==> src/rtl/plate_box_overlay.sv <==
// Draws a rectangular border around the detected plate onto an RGB888 video stream.
// One box is latched per frame at frame start; short detection dropouts keep the last good box.
module plate_box_overlay #(
    parameter logic [23:0] BOX_COLOR   = 24'hFF0000,
    parameter int          THICK       = 2,
    parameter int          MIN_W       = 16,
    parameter int          MIN_H       = 8,
    parameter int          HOLD_FRAMES = 3
) (
    input  logic        clk,
    input  logic        rst_n,
    input  logic        i_hs,
    input  logic        i_vs,
    input  logic        i_de,
    input  logic [11:0] i_x,
    input  logic [11:0] i_y,
    input  logic [23:0] i_data,
    input  logic [11:0] edge_left,
    input  logic [11:0] edge_right,
    input  logic [11:0] edge_up,
    input  logic [11:0] edge_down,
    output logic        o_hs,
    output logic        o_vs,
    output logic        o_de,
    output logic [23:0] o_data,
    output logic        box_valid,
    output logic [15:0] drop_cnt
);

    localparam logic [12:0] THICK_C = 13'(THICK);
    localparam logic [12:0] TWO_T_C = 13'(2 * THICK);
    localparam logic [12:0] MIN_W_C = 13'(MIN_W);
    localparam logic [12:0] MIN_H_C = 13'(MIN_H);
    localparam logic [15:0] HOLD_C  = 16'(HOLD_FRAMES);

    typedef enum logic [1:0] {
        ST_NO_BOX = 2'd0,
        ST_SHOW   = 2'd1,
        ST_HOLD   = 2'd2
    } state_t;

    state_t      r_state;
    logic [15:0] r_hold_cnt;
    logic        r_vs_d;
    logic [11:0] r_left, r_right, r_up, r_down;
    logic        r_box_valid;
    logic [15:0] r_drop_cnt;
    logic        r_s1_hs, r_s1_vs, r_s1_de, r_s1_draw;
    logic [23:0] r_s1_data;
    logic        r_o_hs, r_o_vs, r_o_de;
    logic [23:0] r_o_data;

    logic        w_fs;
    logic [11:0] w_width, w_height;
    logic        w_valid;
    state_t      w_next_state;
    logic [15:0] w_next_hold;
    logic        w_load;
    logic [12:0] w_l, w_r, w_u, w_d, w_x, w_y;
    logic        w_show, w_outer, w_inner;

    assign w_fs     = i_vs & ~r_vs_d;
    assign w_width  = edge_right - edge_left;
    assign w_height = edge_down - edge_up;

    // Edge validity: size limits only apply once ordering is known, so differences never wrap
    always_comb begin
        w_valid = 1'b0;
        if ((edge_left < edge_right) && (edge_up < edge_down)) begin
            w_valid = ({1'b0, w_width}  >= MIN_W_C) && ({1'b0, w_height} >= MIN_H_C) &&
                      ({1'b0, w_width}  >= TWO_T_C) && ({1'b0, w_height} >= TWO_T_C);
        end else begin
            w_valid = 1'b0;
        end
    end

    // Next box state, evaluated only on the frame-start cycle
    always_comb begin
        w_next_state = r_state;
        w_next_hold  = r_hold_cnt;
        w_load       = 1'b0;
        if (w_fs) begin
            if (w_valid) begin
                w_next_state = ST_SHOW;
                w_next_hold  = 16'd0;
                w_load       = 1'b1;
            end else begin
                case (r_state)
                    ST_NO_BOX: begin
                        w_next_state = ST_NO_BOX;
                        w_next_hold  = 16'd0;
                    end
                    ST_SHOW: begin
                        if (HOLD_C == 16'd0) begin
                            w_next_state = ST_NO_BOX;
                            w_next_hold  = 16'd0;
                        end else begin
                            w_next_state = ST_HOLD;
                            w_next_hold  = 16'd1;
                        end
                    end
                    ST_HOLD: begin
                        if (r_hold_cnt >= HOLD_C) begin
                            w_next_state = ST_NO_BOX;
                            w_next_hold  = 16'd0;
                        end else begin
                            w_next_state = ST_HOLD;
                            w_next_hold  = r_hold_cnt + 16'd1;
                        end
                    end
                    default: begin
                        w_next_state = ST_NO_BOX;
                        w_next_hold  = 16'd0;
                    end
                endcase
            end
        end else begin
            w_next_state = r_state;
            w_next_hold  = r_hold_cnt;
            w_load       = 1'b0;
        end
    end

    // The frame-start pixel already sees the freshly loaded box; 13-bit sums cannot wrap
    assign w_l     = {1'b0, (w_load ? edge_left  : r_left)};
    assign w_r     = {1'b0, (w_load ? edge_right : r_right)};
    assign w_u     = {1'b0, (w_load ? edge_up    : r_up)};
    assign w_d     = {1'b0, (w_load ? edge_down  : r_down)};
    assign w_x     = {1'b0, i_x};
    assign w_y     = {1'b0, i_y};
    assign w_show  = (w_next_state != ST_NO_BOX);
    assign w_outer = (w_x >= w_l) && (w_x <= w_r) && (w_y >= w_u) && (w_y <= w_d);
    assign w_inner = (w_x >= w_l + THICK_C) && (w_x + THICK_C <= w_r) &&
                     (w_y >= w_u + THICK_C) && (w_y + THICK_C <= w_d);

    // Box state, frame bookkeeping and the two-stage overlay pipeline
    always_ff @(posedge clk or negedge rst_n) begin
        if (!rst_n) begin
            r_state     <= ST_NO_BOX;
            r_hold_cnt  <= 16'd0;
            r_vs_d      <= 1'b0;
            r_left      <= 12'd0;
            r_right     <= 12'd0;
            r_up        <= 12'd0;
            r_down      <= 12'd0;
            r_box_valid <= 1'b0;
            r_drop_cnt  <= 16'd0;
            r_s1_hs     <= 1'b0;
            r_s1_vs     <= 1'b0;
            r_s1_de     <= 1'b0;
            r_s1_draw   <= 1'b0;
            r_s1_data   <= 24'd0;
            r_o_hs      <= 1'b0;
            r_o_vs      <= 1'b0;
            r_o_de      <= 1'b0;
            r_o_data    <= 24'd0;
        end else begin
            r_vs_d      <= i_vs;
            r_state     <= w_next_state;
            r_hold_cnt  <= w_next_hold;
            r_box_valid <= w_show;
            if (w_load) begin
                r_left  <= edge_left;
                r_right <= edge_right;
                r_up    <= edge_up;
                r_down  <= edge_down;
            end
            if (w_fs && !w_valid && (r_drop_cnt != 16'hFFFF)) begin
                r_drop_cnt <= r_drop_cnt + 16'd1;
            end
            r_s1_hs   <= i_hs;
            r_s1_vs   <= i_vs;
            r_s1_de   <= i_de;
            r_s1_data <= i_data;
            r_s1_draw <= w_show & i_de & w_outer & ~w_inner;
            r_o_hs    <= r_s1_hs;
            r_o_vs    <= r_s1_vs;
            r_o_de    <= r_s1_de;
            r_o_data  <= r_s1_draw ? BOX_COLOR : r_s1_data;
        end
    end

    assign o_hs      = r_o_hs;
    assign o_vs      = r_o_vs;
    assign o_de      = r_o_de;
    assign o_data    = r_o_data;
    assign box_valid = r_box_valid;
    assign drop_cnt  = r_drop_cnt;

endmodule

==> config.mk <==
export PLATFORM = sky130hd
export DESIGN_NAME = plate_box_overlay
export DESIGN_NICKNAME = d
export VERILOG_FILES = /design/src/rtl/plate_box_overlay.sv
export SDC_FILE = /design/constraint.sdc
export NUM_CORES = 1
export LEC_CHECK = 0
export CAP_MARGIN = 5
export CORE_ASPECT_RATIO = 1.5
export CORE_UTILIZATION = 50
export DETAILED_ROUTE_END_ITERATION = 7
export GPL_ROUTABILITY_DRIVEN = 0
export GPL_TIMING_DRIVEN = 0
export PLACE_DENSITY = 0.81
export RECOVER_POWER = 50
export SLEW_MARGIN = 20
export SYNTH_ARGS = -nofsm -noshare
export SYNTH_HDL_FRONTEND = slang
export SYNTH_SLANG_ARGS = --single-unit
==> constraint.sdc <==
create_clock -name clk -period 4.5 [get_ports clk]
set_input_delay 0.675 -clock clk [delete_from_list [all_inputs] [get_ports clk]]
set_output_delay 0.675 -clock clk [all_outputs]
set_load 0.02 [all_outputs]
# Word level (Yosys, flattened, before mapping)
# Cells that the tools add are included.
# classes
addsub	8
magnitude_cmp	15
eq_ne	3
mux	15
n_bitwise	6
reduce_logical	14
# op_table
op	count
12-bit by 2-bit adder with 13-bit output (second input constant)	4
12-bit two-way mux	4
16-bit by 1-bit adder with 16-bit output (second input constant)	2
16-bit two-way mux	2
16-bit one-hot mux with 2 select lines	1
12-bit by 13-bit greater-or-equal comparator with 1-bit output	2
13-bit by 12-bit <= comparator with 1-bit output	2
12-bit greater-or-equal comparator	2
12-bit by 3-bit greater-or-equal comparator with 1-bit output (second input constant)	2
12-bit <= comparator	2
12-bit less-than comparator	2
24-bit two-way mux	1
12-bit subtractor	2
16-bit by 2-bit greater-or-equal comparator with 1-bit output (second input constant)	1
16-bit != test (second input constant)	1
12-bit by 4-bit greater-or-equal comparator with 1-bit output (second input constant)	1
12-bit by 5-bit greater-or-equal comparator with 1-bit output (second input constant)	1
1-bit logical AND	12
2-bit two-way mux	3
1-bit bitwise AND	4
2-bit one-hot mux with 2 select lines	1
1-bit two-way mux	3
2-bit by 1-bit == test with 1-bit output (second input constant)	1
2-bit == test (second input constant)	1
3 further kinds	4
# totals
reg_bits	138
in_bits	101
output_inout_bits	44
elab_cells	78

# Depth between registers and ports, before layout
# logic_depth
word_depth	16
ltp_mapped	28
mapped_depth_nobuf	26

# Worst setup path after synthesis
# No wires, ideal clock.
# synth_path
path_type	input-to-reg
startpoint	input port edge_down[0]
endpoint	register r_s1_draw
setup_time_ns	0.126
arrival_time_ns	5.360
required_ns	4.374
slack_ns	-0.986
cell_stages	25
path_buffers	2
cell_sequence	inv_1 -> ha_1 -> fa_1 -> nand2b_1 -> a21oi_1 -> a311oi_1 -> o31ai_1 -> xor2_1 -> nor4b_4 -> nor4_4 -> buf_2 -> buf_4 -> mux2i_1 -> inv_1 -> ha_1 -> nand2_1 -> or4b_1 -> a32o_1 -> ha_1 -> a21oi_1 -> o21ai_0 -> a41oi_1 -> o21ai_0 -> nand4_1 -> o311a_1
# synth_between
elab_chain_cells	16
elab_cells_between_ends	38
classes_between	add/sub: 3; order compare: 11; mux: 9; bitwise: 4; reduce/logical: 11
# synth_rtl
element	line_no	rtl
start, declared	21	input logic [11:0] edge_down,
12-bit subtractor	64	assign w_height = edge_down - edge_up;
12-bit by 4-bit greater-or-equal comparator with 1-bit output	70	w_valid = ({1'b0, w_width} >= MIN_W_C) && ({1'b0, w_height} >= MIN_H_C) &&
1-bit logical AND (2 in series)	70	
1-bit logical AND	71	({1'b0, w_width} >= TWO_T_C) && ({1'b0, w_height} >= TWO_T_C);
1-bit two-way mux *	69	if ((edge_left < edge_right) && (edge_up < edge_down)) begin
1-bit two-way mux *	83	if (w_valid) begin
1-bit two-way mux *	82	if (w_fs) begin
12-bit two-way mux *	-	
named net w_l[1]	59	logic [12:0] w_l, w_r, w_u, w_d, w_x, w_y;
12-bit by 2-bit adder with 13-bit output	133	assign w_inner = (w_x >= w_l + THICK_C) && (w_x + THICK_C <= w_r) &&
12-bit by 13-bit greater-or-equal comparator with 1-bit output	133	
1-bit logical AND (2 in series)	133	
1-bit logical AND	134	(w_y >= w_u + THICK_C) && (w_y + THICK_C <= w_d);
1-bit NOT	175	r_s1_draw <= w_show & i_de & w_outer & ~w_inner;
1-bit bitwise AND *	175	
end signal, assigned	175	
end, declared	48	logic r_s1_hs, r_s1_vs, r_s1_de, r_s1_draw;
# Mark *: on every way through the listed nets, which the timed path passes. The rest lies on a longest branch.
# A chain may end at the register's enable or synchronous reset.

# Final worst setup path
# layout_path
startpoint	input port edge_right[4]
endpoint	register r_s1_draw
# layout_between
elab_chain_cells	16
elab_cells_between_ends	38
classes_between	add/sub: 3; order compare: 11; mux: 9; bitwise: 4; reduce/logical: 11
# layout_rtl
element	line_no	rtl
start, declared	19	input logic [11:0] edge_right,
12-bit subtractor	63	assign w_width = edge_right - edge_left;
12-bit by 5-bit greater-or-equal comparator with 1-bit output	70	
1-bit logical AND (2 in series)	70	
1-bit logical AND	71	
1-bit two-way mux *	69	
1-bit two-way mux *	83	
1-bit two-way mux *	82	
12-bit two-way mux *	-	
named net w_l[1]	59	
12-bit by 2-bit adder with 13-bit output	133	
12-bit by 13-bit greater-or-equal comparator with 1-bit output	133	
1-bit logical AND (2 in series)	133	
1-bit logical AND	134	
1-bit NOT	175	
1-bit bitwise AND *	175	
# Marks and branches as above.

==> impl_metrics.json <==
{
  "drive_gt1_frac": 0.173,
  "power_frac_comb": 0.409,
  "grt_max_degree": 95,
  "path_cells": "clkdlybuf4s50_1 -> ha_4 -> a21o_1 -> a32oi_1 -> nor4b_2 -> nand4_1 -> a21o_1 -> o31ai_4 -> nor4_4 -> buf_6 -> buf_12 -> mux2i_4 -> inv_2 -> ha_4 -> nand2_1 -> or4b_1 -> a32o_2 -> ha_4 -> a21oi_1 -> o21ai_1 -> a41oi_1 -> o21ai_1 -> nand4_1 -> o311a_1",
  "cp.required_ns": 4.79,
  "drtPass1Iterations": 5,
  "rows": 60,
  "grt_pass1_wl_um": 39200,
  "n_antenna_cell": 0,
  "cts_max_path_buffers": 2,
  "place_ws_ns": -2.16,
  "critPathMostFrequentCell": "ha_4",
  "mostFrequentLayoutCells": "dfrtp_1 (138), ha_1 (104), inv_1 (83)",
  "antenna_found_initial": 0,
  "pwr_density_cell_mw_per_mm2": 408,
  "wl_per_cell_um": 18.2,
  "root_buffer": "clkbuf_16",
  "reg2reg_to": "r_s1_draw",
  "vias": 7966,
  "peakVddDrop_v": 0.000269,
  "rrSetupSlack_ns": 0.51,
  "dp.cells": 1325,
  "worstHoldPathType": "flop to flop",
  "coreArea_mm2": 0.0181,
  "cts-buffers-inserted": 17,
  "drc": 0,
  "rsz0062_at_grt": "yes",
  "r2r-start": "r_s1_vs",
  "final_core_util": 0.696,
  "grt_usage": 0.265,
  "grt_pass1_vias": 7828,
  "slowest_delay_ns": 0.54,
  "die-area_mm2": 0.0192,
  "portBuffers": 144,
  "endpoint_kind": "flop",
  "max_cap_violations": 1,
  "grt_overflow": 0,
  "maxSlewViolCount": 46,
  "hold_viol": 0,
  "cts_tree": "yes",
  "synth_edf_count": 0,
  "timing.final.crit_share": 1.22,
  "fp.dieH_um": 169,
  "leakage_nw": 5.93,
  "critPathBufInv": 4,
  "drtAntennaViolNets": 0,
  "path_delay_family": "compound AO/OA/AOI/OAI gates",
  "setup_tns_ns": -0.970,
  "hpwl_um": 18500,
  "timing.hold.ws_ns": 0.357,
  "switching_share": 0.374,
  "start_kind": "primary input",
  "cts-htree-levels": 4,
  "period_needed_ns": 5.47,
  "worst_skew_pair.late_latency_ns": 0.43,
  "worstMarginPinSlew_ns": 2.44,
  "status": "complete, but fails checks",
  "fp.dieW_um": 114,
  "cp_slowest_cell": "clkdlybuf4s50_1",
  "skew_ns": 0.00878,
  "setup_ws_ns": -0.970,
  "area_growth_pct": 34.9,
  "cts_hold_buf": 0,
  "synth_top_flop_cell": "dfrtp_1",
  "synthArstFlopShare": 1.00,
  "violations": "max-capacitance violations, max-slew violations, negative setup slack",
  "clkTransAtPathRegs_ns": 0.07,
  "clkSinkCount": 138,
  "initial_core_util": 0.516,
  "worstHoldEndpoint": "o_hs",
  "reg2regPathDepth": 19,
  "synth_fp_nets": 1159,
  "ys_seq_elements": 138,
  "setup_viol": 1,
  "fmax_ghz": 0.183,
  "worstSetupPathType": "primary input to flop",
  "hold_depth": 0,
  "synth_area_mm2": 0.00933,
  "drtIter0Drc": 498,
  "avgSynthCellArea_um2": 10.0,
  "ys_seq_area_frac": 0.370,
  "power_frac_seq": 0.320,
  "arrival_ns": 5.77,
  "slew_headroom": -0.626,
  "path_max_fanout": 7,
  "fin_cells": 1392,
  "hp-start": "r_s1_hs",
  "vias_per_cell": 5.72,
  "synth_cell_types": 69,
  "nets": 1358,
  "yosysWarnings": 0,
  "wirelength_um": 25300,
  "io_pins": 145,
  "p_int_mw": 3.22,
  "final_common_cell": "dfrtp_1",
  "synthCells": 932,
  "p_sw_mw": 1.92,
  "p_clk_frac": 0.271
}
==> power by group through the flow <==
stage	clock, mW	sequential, mW	combinational, mW
final	1.39	1.65	2.10
after CTS	1.42	1.64	1.97
after floorplan	0	1.69	1.20
after global routing	1.47	1.67	2.34
after detailed placement	0	1.66	1.87
after global placement	0	1.65	1.80
==> worst register-to-register path, delay by kind of cell, from the launching register on <==
family                     cells  cell delay, ns
DFF                            1            0.39
xor gates and xnor gates       1            0.17
buffers and inverters          3            0.53
AOI/OAI and AO/OA              5            0.94
and+or+nand+nor                6            0.90
muxes                          2            0.41
adders and majority gates      2            0.51
==> layer usage <==
layer	wire (µm)	global-route usage	share of wire
met3	1290	0.0432	0.051
met5	0	0	0
met2	12900	0.463	0.51
met1	9730	0.299	0.38
met4	1410	0.164	0.055
==> sequential cells by signal, indices dropped and copies added, names as in the netlist, 2 cells and up <==
signal      cells
o_data         24
r_s1_data      24
drop_cnt       16
r_hold_cnt     16
r_down         12
r_left         12
r_right        12
r_up           12
r_state         2
==> cells in the mapped netlist, types with 11 or more instances <==
cell	number	area (µm²)
ha_1	124	1550
nand2_1	43	161
inv_1	91	342
a21o_1	21	158
o21a_1	14	105
nor3_1	21	105
dfrtp_1	138	3450
mux2i_1	45	450
xor2_1	36	315
nor2b_1	31	194
nand3_1	37	185
nor4_1	13	81.3
and2_1	16	100
a21oi_1	32	160
xnor2_1	18	158
nor2_1	39	146
and3_1	11	68.8
o21ai_0	19	95.1
mux2_2	13	146
nand4_1	27	169
==> per-stage QoR <==
stage / power, mW / cell area [µm²]
6_report: 5.14 / 12600
2_1_floorplan: 2.89 / 9430
3_5_place_dp: 3.53 / 11200
3_3_place_gp: 3.45 / 11200
5_1_grt: 5.48 / 12600
4_1_cts: 5.03 / 12100
==> logic make-up after synthesis <==
kind of cell | after synthesis | share of synthesized area
xor gates and xnor gates | 54 | 0.0507
and+or+nand+nor | 278 | 0.164
adders and majority gates | 126 | 0.171
AOI/OAI and AO/OA | 155 | 0.117
buffers and inverters | 113 | 0.0487
muxes | 68 | 0.0787
DFF | 138 | 0.370
==> worst max-delay path by stage <==
stage	start	endpoint	slack, ns	depth (start not counted)
after floorplan	edge_down[0]	r_s1_draw	-0.62	25
after global placement	rst_n	drop_cnt[15]	-2.57	1
after detailed placement	edge_up[5]	r_s1_draw	-2.16	28
after CTS	edge_down[0]	r_s1_draw	-1.21	26
after global routing	edge_right[0]	r_s1_draw	-1.17	29
final	edge_right[4]	r_s1_draw	-0.97	24
==> layout make-up <==
cell class	instances	area (µm²)
Buffer	17	140
Clock buffer	17	425
Clock inverter	15	174
Timing Repair Buffer	182	1790
Multi-Input combinational cell	681	5950
Sequential cell	138	3450
Tap cell	248	310
Fill cell	1287	5500
Inverter	94	355
==> repair_timing <==
action,in CTS,in global routing
pin swaps,19,40
setup buffers,14,23
endpoints found under the setup margin,1,1
resized for setup,44,120
Power figures use the tool's default switching activity.
